$ cat src/rtl/pipe_pkg.sv
// Shared types and constants for the IF -> ID -> EX -> WB pipeline sequencing controller.
// Contents: instruction field widths, opcode constants, squash encoding, FSM state enum,
// and the shadow-slot payload that tracks one in-flight instruction.
package pipe_pkg;

  localparam int unsigned INST_W  = 8;
  localparam int unsigned OP_W    = 2;
  localparam int unsigned RD_W    = 3;
  localparam int unsigned STATE_W = 3;

  localparam logic [OP_W-1:0] OP_LDI  = 2'b00;
  localparam logic [OP_W-1:0] OP_ADDI = 2'b01;
  localparam logic [OP_W-1:0] OP_NOP  = 2'b10;
  localparam logic [OP_W-1:0] OP_JMP  = 2'b11;

  // Encoding loaded into IF/ID when a wrong-path fetch is squashed.
  localparam logic [INST_W-1:0] NOP_INST = 8'h80;

  typedef enum logic [STATE_W-1:0] {
    IDLE   = 3'd0,
    RUN    = 3'd1,
    DRAIN  = 3'd2,
    HALTED = 3'd3,
    STEP   = 3'd4
  } state_t;

  // One shadow pipeline slot: valid, destination register, writes-a-register, is-a-jump.
  typedef struct packed {
    logic            v;
    logic [RD_W-1:0] rd;
    logic            wr;
    logic            jmp;
  } slot_t;

endpackage

$ cat src/rtl/pipe_ctrl_decode.sv
// Pure combinational opcode decoder.
// Ports:
//   opcode      in  2  instruction bits [7:6]
//   sel1_c      out 1  0 = operand A forced to zero (load-imm)
//   regwrite_c  out 1  instruction writes rd
//   pcsrc_c     out 1  0 = jump, 1 = sequential
//   reads_rd_c  out 1  instruction reads rd as a source (add-imm)
module pipe_ctrl_decode
  import pipe_pkg::*;
(
  input  logic [OP_W-1:0] opcode,
  output logic            sel1_c,
  output logic            regwrite_c,
  output logic            pcsrc_c,
  output logic            reads_rd_c
);

  always_comb begin
    sel1_c     = 1'b1;
    regwrite_c = 1'b0;
    pcsrc_c    = 1'b1;
    reads_rd_c = 1'b0;
    unique case (opcode)
      OP_LDI: begin
        sel1_c     = 1'b0;
        regwrite_c = 1'b1;
      end
      OP_ADDI: begin
        regwrite_c = 1'b1;
        reads_rd_c = 1'b1;
      end
      OP_NOP: begin
      end
      OP_JMP: begin
        pcsrc_c = 1'b0;
      end
    endcase
  end

endmodule

$ cat src/rtl/pipe_ctrl.sv
// Sequencing controller for the IF -> ID -> EX -> WB pipeline: control decode, jump squash,
// EX forwarding select, run/halt/single-step FSM gating fetch, and a retired-instruction counter.
// Ports:
//   clk, reset        clock (rising edge) and synchronous active-low reset
//   run_req/halt_req  level requests to run / stop fetch and drain
//   step_req          pulse; issue one instruction while HALTED
//   if_inst           instruction currently held in IF/ID
//   pc_en             fetch allowed (PC and IF/ID load enable)
//   ifid_flush        force IF/ID to NOP_INST at the next edge
//   sel1/regwrite/pcsrc  control for the instruction now in EX
//   fwd_sel           EX operand A taken from the EX/WB result
//   busy              any pipeline stage holds a valid instruction
//   state             FSM state
//   retired           count of valid instructions leaving WB (wraps)
module pipe_ctrl
  import pipe_pkg::*;
#(
  parameter int unsigned CNT_W = 16
) (
  input  logic                clk,
  input  logic                reset,
  input  logic                run_req,
  input  logic                halt_req,
  input  logic                step_req,
  input  logic [INST_W-1:0]   if_inst,
  output logic                pc_en,
  output logic                ifid_flush,
  output logic                sel1,
  output logic                regwrite,
  output logic                pcsrc,
  output logic                fwd_sel,
  output logic                busy,
  output logic [STATE_W-1:0]  state,
  output logic [CNT_W-1:0]    retired
);

  state_t          state_q, state_nxt;
  logic            pc_en_nxt;
  logic            v_id, v_wb;
  slot_t           ex_q, ex_nxt;
  logic            dec_sel1, dec_regwrite, dec_pcsrc, dec_reads_rd;
  logic [RD_W-1:0] rd_id;
  logic            squash_c, id_ok_c, v_id_nxt, fwd_nxt;
  logic            unused_imm;

  pipe_ctrl_decode u_decode (
    .opcode     (if_inst[INST_W-1 -: OP_W]),
    .sel1_c     (dec_sel1),
    .regwrite_c (dec_regwrite),
    .pcsrc_c    (dec_pcsrc),
    .reads_rd_c (dec_reads_rd)
  );

  assign rd_id      = if_inst[5:3];
  assign unused_imm = ^if_inst[2:0];

  // A jump in EX kills the instruction in ID and the fetch landing this cycle.
  assign squash_c = ex_q.v & ex_q.jmp;
  assign id_ok_c  = v_id & ~squash_c;
  assign v_id_nxt = pc_en & ~squash_c;
  assign ex_nxt   = {id_ok_c, rd_id, dec_regwrite, ~dec_pcsrc};

  // Add-imm in ID reading the register the EX instruction is about to write.
  assign fwd_nxt  = id_ok_c & dec_reads_rd & ex_q.v & ex_q.wr & (ex_q.rd == rd_id);

  // Next-state and fetch-enable logic.
  always_comb begin
    state_nxt = state_q;
    pc_en_nxt = 1'b0;
    unique case (state_q)
      IDLE:    if (run_req) state_nxt = RUN;
      RUN:     if (halt_req) state_nxt = DRAIN;
      DRAIN:   if (!busy) state_nxt = HALTED;
      HALTED: begin
        if (run_req)       state_nxt = RUN;
        else if (step_req) state_nxt = STEP;
      end
      STEP:    state_nxt = DRAIN;
      default: state_nxt = IDLE;
    endcase
    pc_en_nxt = (state_nxt == RUN) || (state_nxt == STEP);
  end

  // State, shadow slots and all registered outputs.
  always_ff @(posedge clk) begin
    if (!reset) begin
      state_q    <= IDLE;
      pc_en      <= 1'b0;
      ifid_flush <= 1'b0;
      sel1       <= 1'b1;
      regwrite   <= 1'b0;
      pcsrc      <= 1'b1;
      fwd_sel    <= 1'b0;
      busy       <= 1'b0;
      retired    <= '0;
      v_id       <= 1'b0;
      ex_q       <= '0;
      v_wb       <= 1'b0;
    end else begin
      state_q    <= state_nxt;
      pc_en      <= pc_en_nxt;
      v_id       <= v_id_nxt;
      ex_q       <= ex_nxt;
      v_wb       <= ex_q.v;
      ifid_flush <= ex_nxt.v & ex_nxt.jmp;
      sel1       <= dec_sel1;
      regwrite   <= ex_nxt.v & ex_nxt.wr;
      pcsrc      <= ~(ex_nxt.v & ex_nxt.jmp);
      fwd_sel    <= fwd_nxt;
      busy       <= v_id_nxt | ex_nxt.v | ex_q.v;
      retired    <= retired + CNT_W'(v_wb);
    end
  end

  assign state = state_q;

endmodule
$ cat config.mk
export PLATFORM = sky130hd
export DESIGN_NAME = pipe_ctrl
export DESIGN_NICKNAME = d
export VERILOG_FILES = /design/src/rtl/pipe_pkg.sv /design/src/rtl/pipe_ctrl_decode.sv /design/src/rtl/pipe_ctrl.sv
export SDC_FILE = /design/constraint.sdc
export NUM_CORES = 1
export LEC_CHECK = 0
export ABC_CLOCK_PERIOD_IN_PS = 2800
export CAP_MARGIN = 25
export CORE_UTILIZATION = 35
export CTS_BUF_LIST = sky130_fd_sc_hd__clkbuf_2 sky130_fd_sc_hd__clkbuf_4 sky130_fd_sc_hd__clkbuf_8
export DETAILED_ROUTE_END_ITERATION = 7
export GPL_TIMING_DRIVEN = 0
export PLACE_DENSITY = 0.63
export REMOVE_ABC_BUFFERS = 1
export SLEW_MARGIN = 20
export SYNTH_ARGS = -nofsm -noshare
export SYNTH_HDL_FRONTEND = slang
export SYNTH_HIERARCHICAL = 1
export SYNTH_SLANG_ARGS = --single-unit
$ cat constraint.sdc
create_clock -name clk -period 2.8 [get_ports clk]
set_input_delay 0.7 -clock clk [delete_from_list [all_inputs] [get_ports clk]]
set_output_delay 0.7 -clock clk [all_outputs]
set_load 0.01 [all_outputs]
Yosys cells after proc, flatten, opt, wreduce, memory -nomap -nowiden
Cells that the tools add are included.
Word-level totals
  flip-flop bits (word level): 34
  logic and storage cells: 51
  output and inout bits: 26
Operators by class
  $add $sub $neg: 1
  reduce and logical (&&, ||, !) cells: 4
  multiplexer cells: 9
  equal/unequal tests: 9
  bitwise gates (word level): 13
Operators with widths (number)
  $add A16 B1 Y16: 1
  $mux W3: 5
  $pmux W3 S5: 1
  $and A1 B1 Y1: 9
  $eq A3 B1 Y1 const B: 2
  $eq A3 B2 Y1 const B: 2
  $eq A3 B3 Y1 const B: 2
  $eq A3 B3 Y1: 1
  $logic_not A3 Y1: 1
  $mux W1: 3
  $eq A2 B1 Y1 const B: 1
  $eq A2 B2 Y1 const B: 1
  $logic_not A2 Y1: 1
  $not A1 Y1: 2
  $or A1 B1 Y1: 2
  $reduce_or A2 Y1: 1
  $logic_or A1 B1 Y1: 1

Depth between registers and ports, before layout
  depth in word-level cells: 7
  gate-level depth with buffers: 6

Modules after synthesis
Netlist, hierarchy kept.
Modules (own cells, without submodules)
  pipe_ctrl: area each 1338.8 um^2, sequential area each 680.7 um^2, cells an instance 135, instances 1
  pipe_ctrl_decode: area each 20.0 um^2, sequential area each 0.0 um^2, cells an instance 4, instances 1

Least setup slack after synthesis
No wires, ideal clock.
  path type: register -> register
  start: register retired[0]
  end: register retired[14]
  cell stages (with the launch flop): 7
  buffers on the path: 0
  arrival: 1.484 ns
  required time: 2.685 ns
  period minus slack after synthesis: 1.599 ns
  setup time: 0.115 ns
  slack: 1.201 ns
  cell sequence: dfxtp_1 > ha_1 > ha_1 > nand4_2 > nor4_2 > xor2_1 > and2_1
On the way
  cells in the longest elaborated chain, start to end: 1
Ends and longest elaborated chain
  from (decl): RTL line pipe_ctrl.sv:34  | output logic [CNT_W-1:0] retired
  from (signal assigned): RTL line pipe_ctrl.sv:111  | retired <= retired + CNT_W'(v_wb);
  $add A16 B1 Y16: RTL line pipe_ctrl.sv:111
No other way between the ends.
A chain may end at the register's enable or synchronous reset.

==> results by group <==
Worst setup path
  • CP required: between 2 and 3 ns
  • Setup CP Type: in -> reg
  • Slowest cell on crit path: clkdlybuf4s50_1
  • Worst r2r src: retired[0]$_SDFF_PN0_
  • Startpoint types: input port
  • CP max FO: 30
  • Reg2Reg Capture Point: retired[12]$_SDFF_PN0_
  • Max stage delay on crit path: 1.00 ns
  • Buffers & Inverters on Critical Path: 1
  • R2R Setup Slk: ~1.1 ns
  • Worst r2r path cells: 6
  • Crit path arrival time: approximately 2.3 ns
  • Crit path from: reset
  • Cell Chain, Critical Path: clkdlybuf4s50_1 > nand3_1 > or2_2
  • CP top delay family: buffers and inverters
  • Endpoint class of the critical path: flip-flop

Power
  • Max VDD drop: 0.2880 mV
  • Power Density: between 500 and 600 mW/mm^2
  • Reg power frac: about 55%
  • Sw Share: between 20% and 30%
  • Logic pwr share: between 7 and 8%
  • Psw: approximately 0.00020 W
  • Leakage: between 0.7 and 0.8 nW
  • Total Power: a little over 0.0009 W
  • Internal power: between 0.0007 and 0.0008 W
  • Clock power frac: roughly 37%

Finish
  • Final core occ: between 40% and 50%
  • Layout Nets: 193
  • Most frequent cells in the layout: clkdlybuf4s50_1, dfxtp_1, and2_1
  • Most common cell after layout, fill and taps aside: clkdlybuf4s50_1
  • Post-route cell area: roughly 0.0018 sq mm
  • ANT cells: 0
  • Synth-to-layout area growth: 35.54%
  • Share of layout cells above drive strength 1: 7.865%

Outcome
  • Status: finished, final reports clean

Routing
  • First-pass iteration count of the detailed router: 4
  • Post-DRT Antenna Nets: 0
  • Avg Vias per Cell: around 4.7
  • Post-Route WL: roughly 2.4 mm
  • DR iter-0 viols: 49
  • Residual DRC: 0
  • Routed length per instance: around 11 microns
  • Routed vias: between 1000 and 1500

Place
  • Pre-CTS WS: ~0.33 ns
  • Gpl congestion: between 0.7 and 0.8
  • Buffers added on ports: 35
  • Cell Area, Placed: roughly 0.0018 sq mm
  • Hpwl dp: 1.693 mm

Synthesis
  • Synth cell types: 30
  • Mean Syn Cell Area: 9.776 sq um
  • Fraction of post-synthesis cell area in the top cell type by area: between 50% and 60%
  • Synth Cell Area: approximately 0.0014 sq mm
  • Area contributors post-synth: dfxtp_1, and2_1, xor2_1
  • Post-synthesis sequential area ratio: around 50%
  • Syn. warnings: 6
  • Number of enable flip-flop cells after synthesis: 0
  • Flops & latches, synth: 34
  • Area leader, netlist: dfxtp_1
  • Asr flop ratio synth: 0%
  • Leading register cell type out of synthesis: dfxtp_1
  • Cell count after synthesis: around 140

STA
  • Slew headroom: a little under half
  • Unrepaired setup endpoints after global routing: false
  • Fmax: between 400 and 500 MHz
  • Worst-Margin Slew: 0.8200 ns
  • Final setup TNS: 0 ns
  • Clock Skew: 0.003100 ns
  • Final setup vio count: 0
  • Slew Limit Fails: 0
  • Tmin final: roughly 2.1 ns
  • Setup ws final: around 0.67 ns
  • Post-route clock period utilization: between 70% and 80%
  • Final Hold Fails: 0

Clocking
  • Clk Latency, worst-skew pair: between 0.2 and 0.3 ns
  • CTS clk-pin slew, worst paths: 0.06 ns
  • Post-CTS setup buffer count: 0
  • H-tree levels: 2
  • Total CTS buffers: 5
  • Clk buf depth: 2
  • CTS root buffer: clkbuf_8
  • Post-cts resize count: 0
  • Num Clock Sinks: 34
  • CTS Hold Bufs: 0
  • CTS tree: yes

Floorplanning
  • IO Pins: 39
  • Die W: approximately 64 microns
  • Initial Utilization: 36.84%
  • Chip height: approximately 64 microns
  • Area of the core: between 0.003 and 0.004 sq mm
  • Cell Rows: 22
  • Die ar.: 0.004136 sq mm

GRT
  • Largest net degree at the start of global routing: 31
  • GRT Resource Usage Total: between 10% and 20%
  • Vias in the first global route: 1000
  • Initial antenna violation count: 0
  • Grt ovf: 0
  • First-pass GRT wire length: roughly 4.3 mm

Job
  • Max-Cap Viols: 0

Min path
  • Min-Delay Path Depth: 2
  • Hold Crit Class: reg -> reg
  • Worst Min Path Start: ex_q[1]$_SDFF_PN0_
  • Worst hold endpoint: fwd_sel$_SDFF_PN0_
==> metal layers <==
layer  up-vias  GRT usage (%)  part of all wire [%]
met5         -              0                     0
met4         0          4.167                  0.79
met3         3          5.536                   6.9
met2        35          21.84                    44
met1       481          15.92                    48
li1        544              -                     -
==> worst max-delay path by stage <==
stage	end	slack [ns]	cells past startpoint
global route	ifid_flush$_SDFF_PN0_	0.49	4
finish	pcsrc$_SDFF_PN1_	0.67	3
detailed placement	pcsrc$_SDFF_PN1_	0.33	3
CTS	pcsrc$_SDFF_PN1_	0.62	3
global placement	pcsrc$_SDFF_PN1_	0.32	3
floorplan	retired[14]$_SDFF_PN0_	1.20	6
==> worst reg2reg max path, cell delays in order (launching register included) <==
cell and delay (ns):
dfxtp_1 0.33, ha_1 0.19, ha_1 0.23, nand4_2 0.21, nor4_2 0.34, xor2_1 0.10, and2_1 0.16
==> per-stage QoR <==
stage,std cells,hold WS [ns]
finish,226,0.4730
global route,226,0.4911
CTS,226,0.4826
detailed placement,219,0.4700
global placement,219,0.4669
floorplan,136,0.4437
==> flip-flops by register name, indices dropped and copies added, names as in the netlist <==
name	cells
state	3
fwd_sel	1
regwrite	1
busy	1
ex_q	6
pcsrc	1
retired	16
v_id	1
sel1	1
ifid_flush	1
v_wb	1
pc_en	1
==> kinds of logic (layout without fill, tap and decap cells) <==
group                      Yosys count  in the layout  share of synthesized area (%)
xor gates and xnor gates            15             15                          9.668
DFF                                 34             34                          50.09
adders and majority gates            2              2                          1.841
AOI/OAI and AO/OA                   14             14                          6.355
buffers and inverters               11             50                          3.039
and+or+nand+nor                     63             63                          29.01
==> area by class of cell <==
cell class              count  area (sq um)
multi-input cells          94         636.9
clock buffers               7         83.83
well taps                  48         60.06
repair buffers             35         350.3
flip-flops and latches     34         680.7
fillers                   372          1847
inverters                   8         30.03
==> cell usage after synthesis (2+ instances only) <==
| cell | instances |
|---|---|
| nand4_1 | 4 |
| xnor2_1 | 4 |
| nor4_2 | 4 |
| xor2_1 | 11 |
| nand3_1 | 6 |
| nand2_1 | 7 |
| a21oi_1 | 2 |
| ha_1 | 2 |
| nor2_1 | 4 |
| nor2b_1 | 2 |
| nand2b_1 | 2 |
| nor3_1 | 4 |
| inv_1 | 8 |
| or3_1 | 2 |
| o21ai_0 | 6 |
| nand4_2 | 2 |
| clkbuf_1 | 3 |
| nor4_1 | 2 |
| and2_1 | 20 |
| dfxtp_1 | 34 |
==> power by group through the flow <==
| stage | Clock (W) | Sequential, W | Combinational [W] |
|---|---|---|---|
| floorplan | 0 | 0.000522 | 0.0000269 |
| global placement | 0 | 0.000521 | 0.0000713 |
| detailed placement | 0 | 0.000520 | 0.0000727 |
| CTS | 0.000360 | 0.000510 | 0.0000729 |
| global route | 0.000386 | 0.000512 | 0.0000802 |
| finish | 0.000345 | 0.000510 | 0.0000718 |
No activity file was read; power rests on OpenSTA's default activity.
